$ cat config.mk
export PLATFORM = sky130hd
export DESIGN_NAME = ahb_bridge_arbiter
export DESIGN_NICKNAME = d
export VERILOG_FILES = /design/src/rtl/ahb_bridge_arbiter.sv
export SDC_FILE = /design/constraint.sdc
export NUM_CORES = 1
export LEC_CHECK = 0
export ABC_AREA = 0
export CORE_MARGIN = 8
export CORE_UTILIZATION = 28
export CTS_BUF_LIST = sky130_fd_sc_hd__clkbuf_8
export DETAILED_ROUTE_END_ITERATION = 7
export PLACE_DENSITY_LB_ADDON = 0.05
export SLEW_MARGIN = 30
export SYNTH_ARGS = -nofsm -noshare
export SYNTH_HDL_FRONTEND = slang
export SYNTH_SLANG_ARGS = --single-unit
export TNS_END_PERCENT = 50
$ cat constraint.sdc
create_clock -name hclk -period 3.25 [get_ports hclk]
set_clock_uncertainty 0.05 [all_clocks]
set_input_delay 0.325 -clock hclk [delete_from_list [all_inputs] [get_ports hclk]]
set_output_delay 0.325 -clock hclk [all_outputs]
set_load 0.02 [all_outputs]
$ cat src/rtl/ahb_bridge_arbiter.sv
// ahb_bridge_arbiter
//   Two-master AHB arbiter in front of a single bridge slave. Grants the bus
//   to one master at a time, keeps bursts atomic, and rotates ownership
//   under contention once the owner has had MAX_HOLD accepted transfers.
//
// Ports
//   hclk, hreset              clock, synchronous active-high reset
//   mX_hbusreq/htrans/haddr/hwrite/hwdata  master X request and transfer
//   mX_hgrant                 registered grant to master X
//   hmaster                   current address-phase owner
//   hready, hrdata_m          broadcast ready / read data back to masters
//   htrans/haddr/hwrite/hwdata  muxed transfer towards the bridge
//   hreadyin                  HREADY into the bridge
//   hr_readyout, hrdata       bridge ready and read data
module ahb_bridge_arbiter #(
  parameter int unsigned MAX_HOLD = 8
) (
  input  logic        hclk,
  input  logic        hreset,
  input  logic        m0_hbusreq,
  input  logic        m1_hbusreq,
  input  logic [1:0]  m0_htrans,
  input  logic [1:0]  m1_htrans,
  input  logic [31:0] m0_haddr,
  input  logic [31:0] m1_haddr,
  input  logic        m0_hwrite,
  input  logic        m1_hwrite,
  input  logic [31:0] m0_hwdata,
  input  logic [31:0] m1_hwdata,
  output logic        m0_hgrant,
  output logic        m1_hgrant,
  output logic        hmaster,
  output logic        hready,
  output logic [31:0] hrdata_m,
  output logic [1:0]  htrans,
  output logic [31:0] haddr,
  output logic        hwrite,
  output logic [31:0] hwdata,
  output logic        hreadyin,
  input  logic        hr_readyout,
  input  logic [31:0] hrdata
);

  typedef enum logic [1:0] {
    IDLE = 2'd0,
    OWN0 = 2'd1,
    OWN1 = 2'd2
  } state_t;

  localparam logic [7:0] HOLD_MAX = 8'(MAX_HOLD);

  state_t     state;
  state_t     next_state;
  logic       last_owner;
  logic       downer;
  logic       dvalid;
  logic [7:0] hold_cnt;

  logic       owned;
  logic       owner;
  logic       owner_req;
  logic       other_req;
  logic [1:0] owner_trans;
  logic       accept;
  logic       preempt;
  logic       handover;

  assign accept      = hr_readyout;
  assign owned       = (state != IDLE);
  assign owner       = (state == OWN1);
  assign owner_req   = owner ? m1_hbusreq : m0_hbusreq;
  assign other_req   = owner ? m0_hbusreq : m1_hbusreq;
  assign owner_trans = owner ? m1_htrans  : m0_htrans;
  assign preempt     = owned & other_req & (hold_cnt >= HOLD_MAX);
  // Ownership may only move at an accepted edge where the owner is idle,
  // so a burst (including BUSY beats and wait states) is never split.
  assign handover    = owned & accept & (owner_trans == 2'b00) &
                       (~owner_req | preempt);

  // State register
  always_ff @(posedge hclk) begin
    if (hreset) state <= IDLE;
    else        state <= next_state;
  end

  // Next-state logic
  always_comb begin
    next_state = state;
    case (state)
      IDLE: begin
        if (m0_hbusreq && m1_hbusreq) next_state = last_owner ? OWN0 : OWN1;
        else if (m0_hbusreq)          next_state = OWN0;
        else if (m1_hbusreq)          next_state = OWN1;
      end
      OWN0, OWN1: begin
        if (handover) begin
          if (other_req)      next_state = owner ? OWN0 : OWN1;
          else if (owner_req) next_state = state;
          else                next_state = IDLE;
        end
      end
      default: next_state = IDLE;
    endcase
  end

  // Output logic: address-phase mux, data-phase mux, pass-throughs
  always_comb begin
    htrans   = 2'b00;
    haddr    = '0;
    hwrite   = 1'b0;
    if (owned) begin
      htrans = owner_trans;
      haddr  = owner ? m1_haddr  : m0_haddr;
      hwrite = owner ? m1_hwrite : m0_hwrite;
    end
    hwdata   = dvalid ? (downer ? m1_hwdata : m0_hwdata) : '0;
    hready   = hr_readyout;
    hreadyin = hr_readyout;
    hrdata_m = hrdata;
  end

  // Grants, owner bookkeeping, hold counter and data-phase tracking
  always_ff @(posedge hclk) begin
    if (hreset) begin
      last_owner <= 1'b1;
      hmaster    <= 1'b0;
      m0_hgrant  <= 1'b0;
      m1_hgrant  <= 1'b0;
      downer     <= 1'b0;
      dvalid     <= 1'b0;
      hold_cnt   <= '0;
    end else begin
      if (next_state != IDLE && next_state != state) begin
        last_owner <= (next_state == OWN1);
        hmaster    <= (next_state == OWN1);
      end
      // Grant is withdrawn while the owner is being pre-empted but still
      // finishing its current transfer.
      m0_hgrant <= (next_state == OWN0) & ~((state == OWN0) & preempt);
      m1_hgrant <= (next_state == OWN1) & ~((state == OWN1) & preempt);

      if (next_state == IDLE || next_state != state)
        hold_cnt <= '0;
      else if (accept && htrans[1] && hold_cnt < HOLD_MAX)
        hold_cnt <= hold_cnt + 8'd1;

      if (accept) begin
        downer <= hmaster;
        dvalid <= htrans[1] & owned;
      end
    end
  end

endmodule

# Word-level counts from Yosys, hierarchy flattened

Index checks and enable logic that the tools add are counted.

Add/subtract/negate cells: 1
Bitwise operators: 14
Order comparisons: 2
Muxes and demuxes: 19
Eq/ne operators: 5
Reductions and logical operators: 12

Operator list:

| cell                                                               | count |
|---|---|
| 2-to-1 mux 32 bit                                                  | 4 |
| 2-to-1 mux 2 bit                                                   | 10 |
| AND 1 bit                                                          | 10 |
| adder 8 x 1 -> 8 bit (second input constant)                       | 1 |
| greater-or-equal comparator 8 x 4 -> 1 bit (second input constant) | 1 |
| < comparator 8 x 4 -> 1 bit (second input constant)                | 1 |
| logical NOT 2 bit                                                  | 3 |
| == test 2 x 1 -> 1 bit (second input constant)                     | 2 |
| == test 2 bit (second input constant)                              | 2 |
| logical AND 1 bit                                                  | 4 |
| 2-to-1 mux 1 bit                                                   | 4 |
| case mux 2 bit (2 select lines)                                    | 1 |
| nonzero test 2 bit                                                 | 2 |
| OR reduction 2 bit                                                 | 2 |
| NOT 1 bit                                                          | 3 |
| inequality test 2 bit                                              | 1 |
| logical OR 1 bit                                                   | 1 |
| bitwise OR 1 bit                                                   | 1 |

Input port bits: 171
Logic and storage cells: 61
Register bits after elaboration: 16
Output and inout port bits: 104

# Logic depth before layout (Yosys ltp)

Depth after elaboration: 11
Mapped depth: 12

# Least setup slack after synthesis

No wires, ideal clock.

Kind: reg-to-reg
From: reg state[0]
To: reg hold_cnt[4]
Data required time: 3.085 ns
Cell stages (with the launch flop): 12
Slack: 0.722 ns
Buffers on the path: 2
Arrival time: 2.363 ns
Path through: dfxtp_1 clkbuf_2 inv_1 ha_1 buf_6 or3_1 a221oi_2 o22a_2 a2bb2oi_4 nor3_2 a32o_2 and2_1

Word-level cells in the longest chain between the ends: 11
Elaborated cells between the ends (all ways): 31
Those cells by class: 3 x eq/ne; 12 x mux; 7 x bitwise; 9 x reduce/logical

RTL lines:

| element                                                           | line   | source |
|---|---|---|
| start: declaration                                                | 52     | `state_t state;` |
| start signal: assignment                                          | 83     | `else state <= next_state;` |
| == test 2 bit                                                     | 70, 89 |  |
| 2-to-1 mux 1 bit                                                  | 72     | `assign other_req = owner ? m0_hbusreq : m1_hbusreq;` |
| AND 1 bit (2 in series)                                           | 74     | `assign preempt = owned & other_req & (hold_cnt >= HOLD_MAX);` |
| bitwise OR 1 bit                                                  | 78     | `(~owner_req \| preempt);` |
| AND 1 bit                                                         | 77     | `assign handover = owned & accept & (owner_trans == 2'b00) &` |
| 2-to-1 mux 2 bit                                                  | 96     | `if (handover) begin` |
| case mux 2 bit (2 select lines)                                   | 89     | `case (state)` |
| inequality test 2 bit / logical NOT 2 bit (equally long branches) | 142    | `if (next_state == IDLE \|\| next_state != state)` |
| logical OR 1 bit                                                  | 142    |  |
| OR reduction 2 bit (no line)                                      | -      |  |
| end signal: assignment                                            | 145    | `hold_cnt <= hold_cnt + 8'd1;` |
| end: declaration                                                  | 57     | `logic [7:0] hold_cnt;` |

Several ways; a longest one is shown, not always the timed one.
A chain may end at the register's enable or synchronous reset.

# Final worst setup path

From: reg state[0]
To: out htrans[1]

Word-level cells in the longest chain between the ends: 3
Elaborated cells between the ends (all ways): 4
Those cells by class: 1 x eq/ne; 2 x mux; 1 x reduce/logical

RTL lines:

| element            | line | source |
|---|---|---|
| == test 2 bit      | 70   | `assign owner = (state == OWN1);` |
| 2-to-1 mux 2 bit   | 73   | `assign owner_trans = owner ? m1_htrans : m0_htrans;` |
| 2-to-1 mux 2 bit * | 111  | `if (owned) begin` |
| end: declaration   | 35   | `output logic [1:0] htrans,` |

Mark *: on every way between the ends. The rest lies on a longest branch, timed or not.

==> out/metrics.yaml <==
run_status:
  status: "complete, no violations"
pwr:
  cellLeakagePower_nw: 1.46
  seqPwrFrac_pct: 19.6
  switching_share_pct: 37.8
  p_int_mw: 0.745
  pwr-share-comb_pct: 65.9
  ir_worst_vdd_v: 0.000194
  switchingPower_mw: 0.453
  p_per_area_nw_per_um2: 279
  p_clk_share_pct: 14.5
finish:
  syn2layout_area_growth_pct: 86.4
  diodes: 0
  post-route-util_pct: 53.0
  fin_nets: 630
  drive_gt1_share_pct: 5.97
placement:
  portBuffers: 210
  dp_hpwl_um: 8710
  place.gp.congestion: 0.867
  post-place-ws_ps: 470
logic_synthesis:
  synth_top_area_share_pct: 30.4
  synth.yosys.seq_area_share_pct: 13.9
  syn-num-nets: 463
  syn_area_um2: 2300
  ys_types: 48
  synth_edf_count: 0
  synth_warnings: 0
  synth_area_leaders: "mux2i_1 30%, dfxtp_1 14%, buf_4 11%, nor2b_1 9.0%, nor2_1 7.3%"
  async_flop_share_pct: 0
  ys_ff_latch: 16
  synth_top_area_cell: "mux2i_1"
  postSynthAreaPerCell_um2: 8.05
  ys.flop_type: "dfxtp_1"
  synthesis.instances: 286
setup_path:
  arrival_ps: 2590
  path_class: "flip-flop to output pin"
  cp_data_required_time_ps: 2870
  path_cells: "inv_1, ha_2, buf_4, mux2i_1, nor2_1, clkdlybuf4s50_1"
  cp-start-kind: "flip-flop"
  cp_max_fo: 25
  crit_slowest_cell: "clkdlybuf4s50_1"
  critPathBufInv: 3
  cpPeakStageDelay_ps: 650
  r2r-end: "hold_cnt[3]"
  cp.depth: 6
  r2r_start: "state[0]"
  end_kind: "output pin"
  cp_top_family: "buffers and inverters"
  worst-r2r-setup-slack_ps: 440
  ff2ff_path_depth: 9
  endpoint: "htrans[1]"
  crit_start: "state[0]"
floorplanning:
  die-area_um2: 11400
  dieWidth_um: 107
  start_util_pct: 28.4
  die_h_um: 107
  pin_count: 275
  fp-row-count: 33
  core_um2: 8090
detailed_routing:
  dr.pass1.iters: 4
  wl_per_cell_um: 18.3
  drcViolationCount: 0
  drtIter0Drc: 80
  via_per_inst: 4.57
  ant_nets: 0
  wirelength_um: 10200
  dr_total_vias: 2546
global_routing:
  antenna_found_initial: 0
  grt_pass1_vias: 2474
  grt.overflow.total: 0
  grt_first_pass_wirelength_um: 15100
  grt_max_degree: 39
  grt.total_usage_pct: 16.6
clock_network:
  ctsResizeCount: 0
  postCtsSetupRepairBufs: 0
  htreeDepth: 1
  clk_path_buf_depth: 2
  cts_made_buffers: 3
  ctsHoldBuffers: 0
  cts_sinks: 16
  cts-root-buf: "clkbuf_8"
  path_clk_slew_ps: 60
  worstSkewPairLatency_ps: 250
  cts_tree: "built"
sta:
  setup_viol: 0
  finalHoldViolations: 0
  finalCritPeriodShare_pct: 91.1
  rsz0062_at_grt: "no"
  fin_crit_ps: 2960
  finalMaxSlewViolations: 0
  tightest_slew_ps: 526
  worst_slack_ps: 288
  setup_tns_ps: 0
  maxSlewHeadroom_pct: 64.9
  fmax_mhz: 338
min_path:
  hold_class: "flip-flop to flip-flop"
flow_run:
  cap_viol_max_count: 0
## worst min-delay path by stage
stage,startpoint,to,cells after the start
finish,hold_cnt[6],hold_cnt[6],1
global route,hold_cnt[6],hold_cnt[6],1
CTS,hold_cnt[6],hold_cnt[6],1
detailed placement,hold_cnt[6],hold_cnt[6],1
global placement,hold_cnt[7],hold_cnt[7],1
floorplan,hold_cnt[6],hold_cnt[6],1
## through the flow
step | instance area, µm² | total power, mW | std cells | hold slack, ps
6_report | 4290 | 1.20 | 557 | 416
5_1_grt | 4290 | 1.27 | 557 | 441
4_1_cts | 4290 | 1.22 | 557 | 416
3_5_place_dp | 4240 | 1.03 | 553 | 398
3_3_place_gp | 4240 | 1.03 | 553 | 396
2_1_floorplan | 2300 | 0.695 | 286 | 381
## per-layer routing
metal	part of all wire (%)	vias up	wire length, µm	track usage (%)
met3	8.1	14	832	5.16
met1	37	1143	3800	17.9
met5	0	-	0	0
met4	0.76	0	78	2.01
met2	54	107	5500	31.5
li1	-	1282	-	-
## cell usage after synthesis, types with 2 or more instances
cell type and n:
buf_1 3, a21oi_1 5, mux2i_1 70, ha_1 6
dfxtp_1 16, xnor2_1 2, nand2_1 8, nand2b_1 4
nor3_2 3, inv_1 5, clkbuf_1 11, nor2_1 45
and2_1 4, a32oi_1 2, nor2b_1 33, a221oi_2 2
buf_4 34, o21ai_1 2, clkbuf_2 2
## worst register-to-register path, stage by stage, from the launching register on
cell	delay (ps)
dfxtp_1	540
inv_1	240
ha_2	290
or3_1	400
a221oi_2	270
o22a_2	200
a2bb2oi_4	220
nor3_2	70
a32oi_1	320
nor2_1	100
## power by group through the flow
stage	Clock, mW	Sequential, mW	Combinational [mW]
floorplan	0	0.232	0.463
global placement	0	0.238	0.792
detailed placement	0	0.238	0.796
CTS	0.182	0.234	0.800
global route	0.191	0.237	0.845
finish	0.174	0.235	0.790
## registers in the layout (all words and copies together), names as in the netlist
signal,cells
hold_cnt,8
hmaster,1
m1_hgrant,1
dvalid,1
state,2
m0_hgrant,1
last_owner,1
downer,1
## layout make-up
type / instances / area [µm²]
clock buffers: 4 / 55.1
fillers: 775 / 3800
inverters: 5 / 18.8
well taps: 105 / 131
flip-flops and latches: 16 / 323
multi-input cells: 213 / 1630
repair buffers: 214 / 2130
## placed cells by master, fill, tap and decap left out, types with 2 or more instances in the layout
master and n:
clkdlybuf4s50_1 210, mux2i_1 70, nor2_1 45, nor2b_1 33, dfxtp_1 14, nand2_1 8
inv_1 5, a21oi_1 5, ha_1 5, nand2b_1 4, and2_1 4, clkbuf_8 4
buf_4 4, nor3_2 3, a221oi_2 2, xnor2_1 2, a32oi_1 2, o21ai_1 2
dfxtp_2 2
## logic make-up (layout without fill, tap and decap cells)
group,Yosys count,after routing,synth area share (%)
muxes,70,70,30.4
adders and majority gates,6,6,3.26
xor gates and xnor gates,3,3,1.14
buffers and inverters,57,223,15.3
AOI/OAI and AO/OA,31,31,12.6
DFF,16,16,13.9
and+or+nand+nor,103,103,23.3
Power figures use the tool's default switching activity.
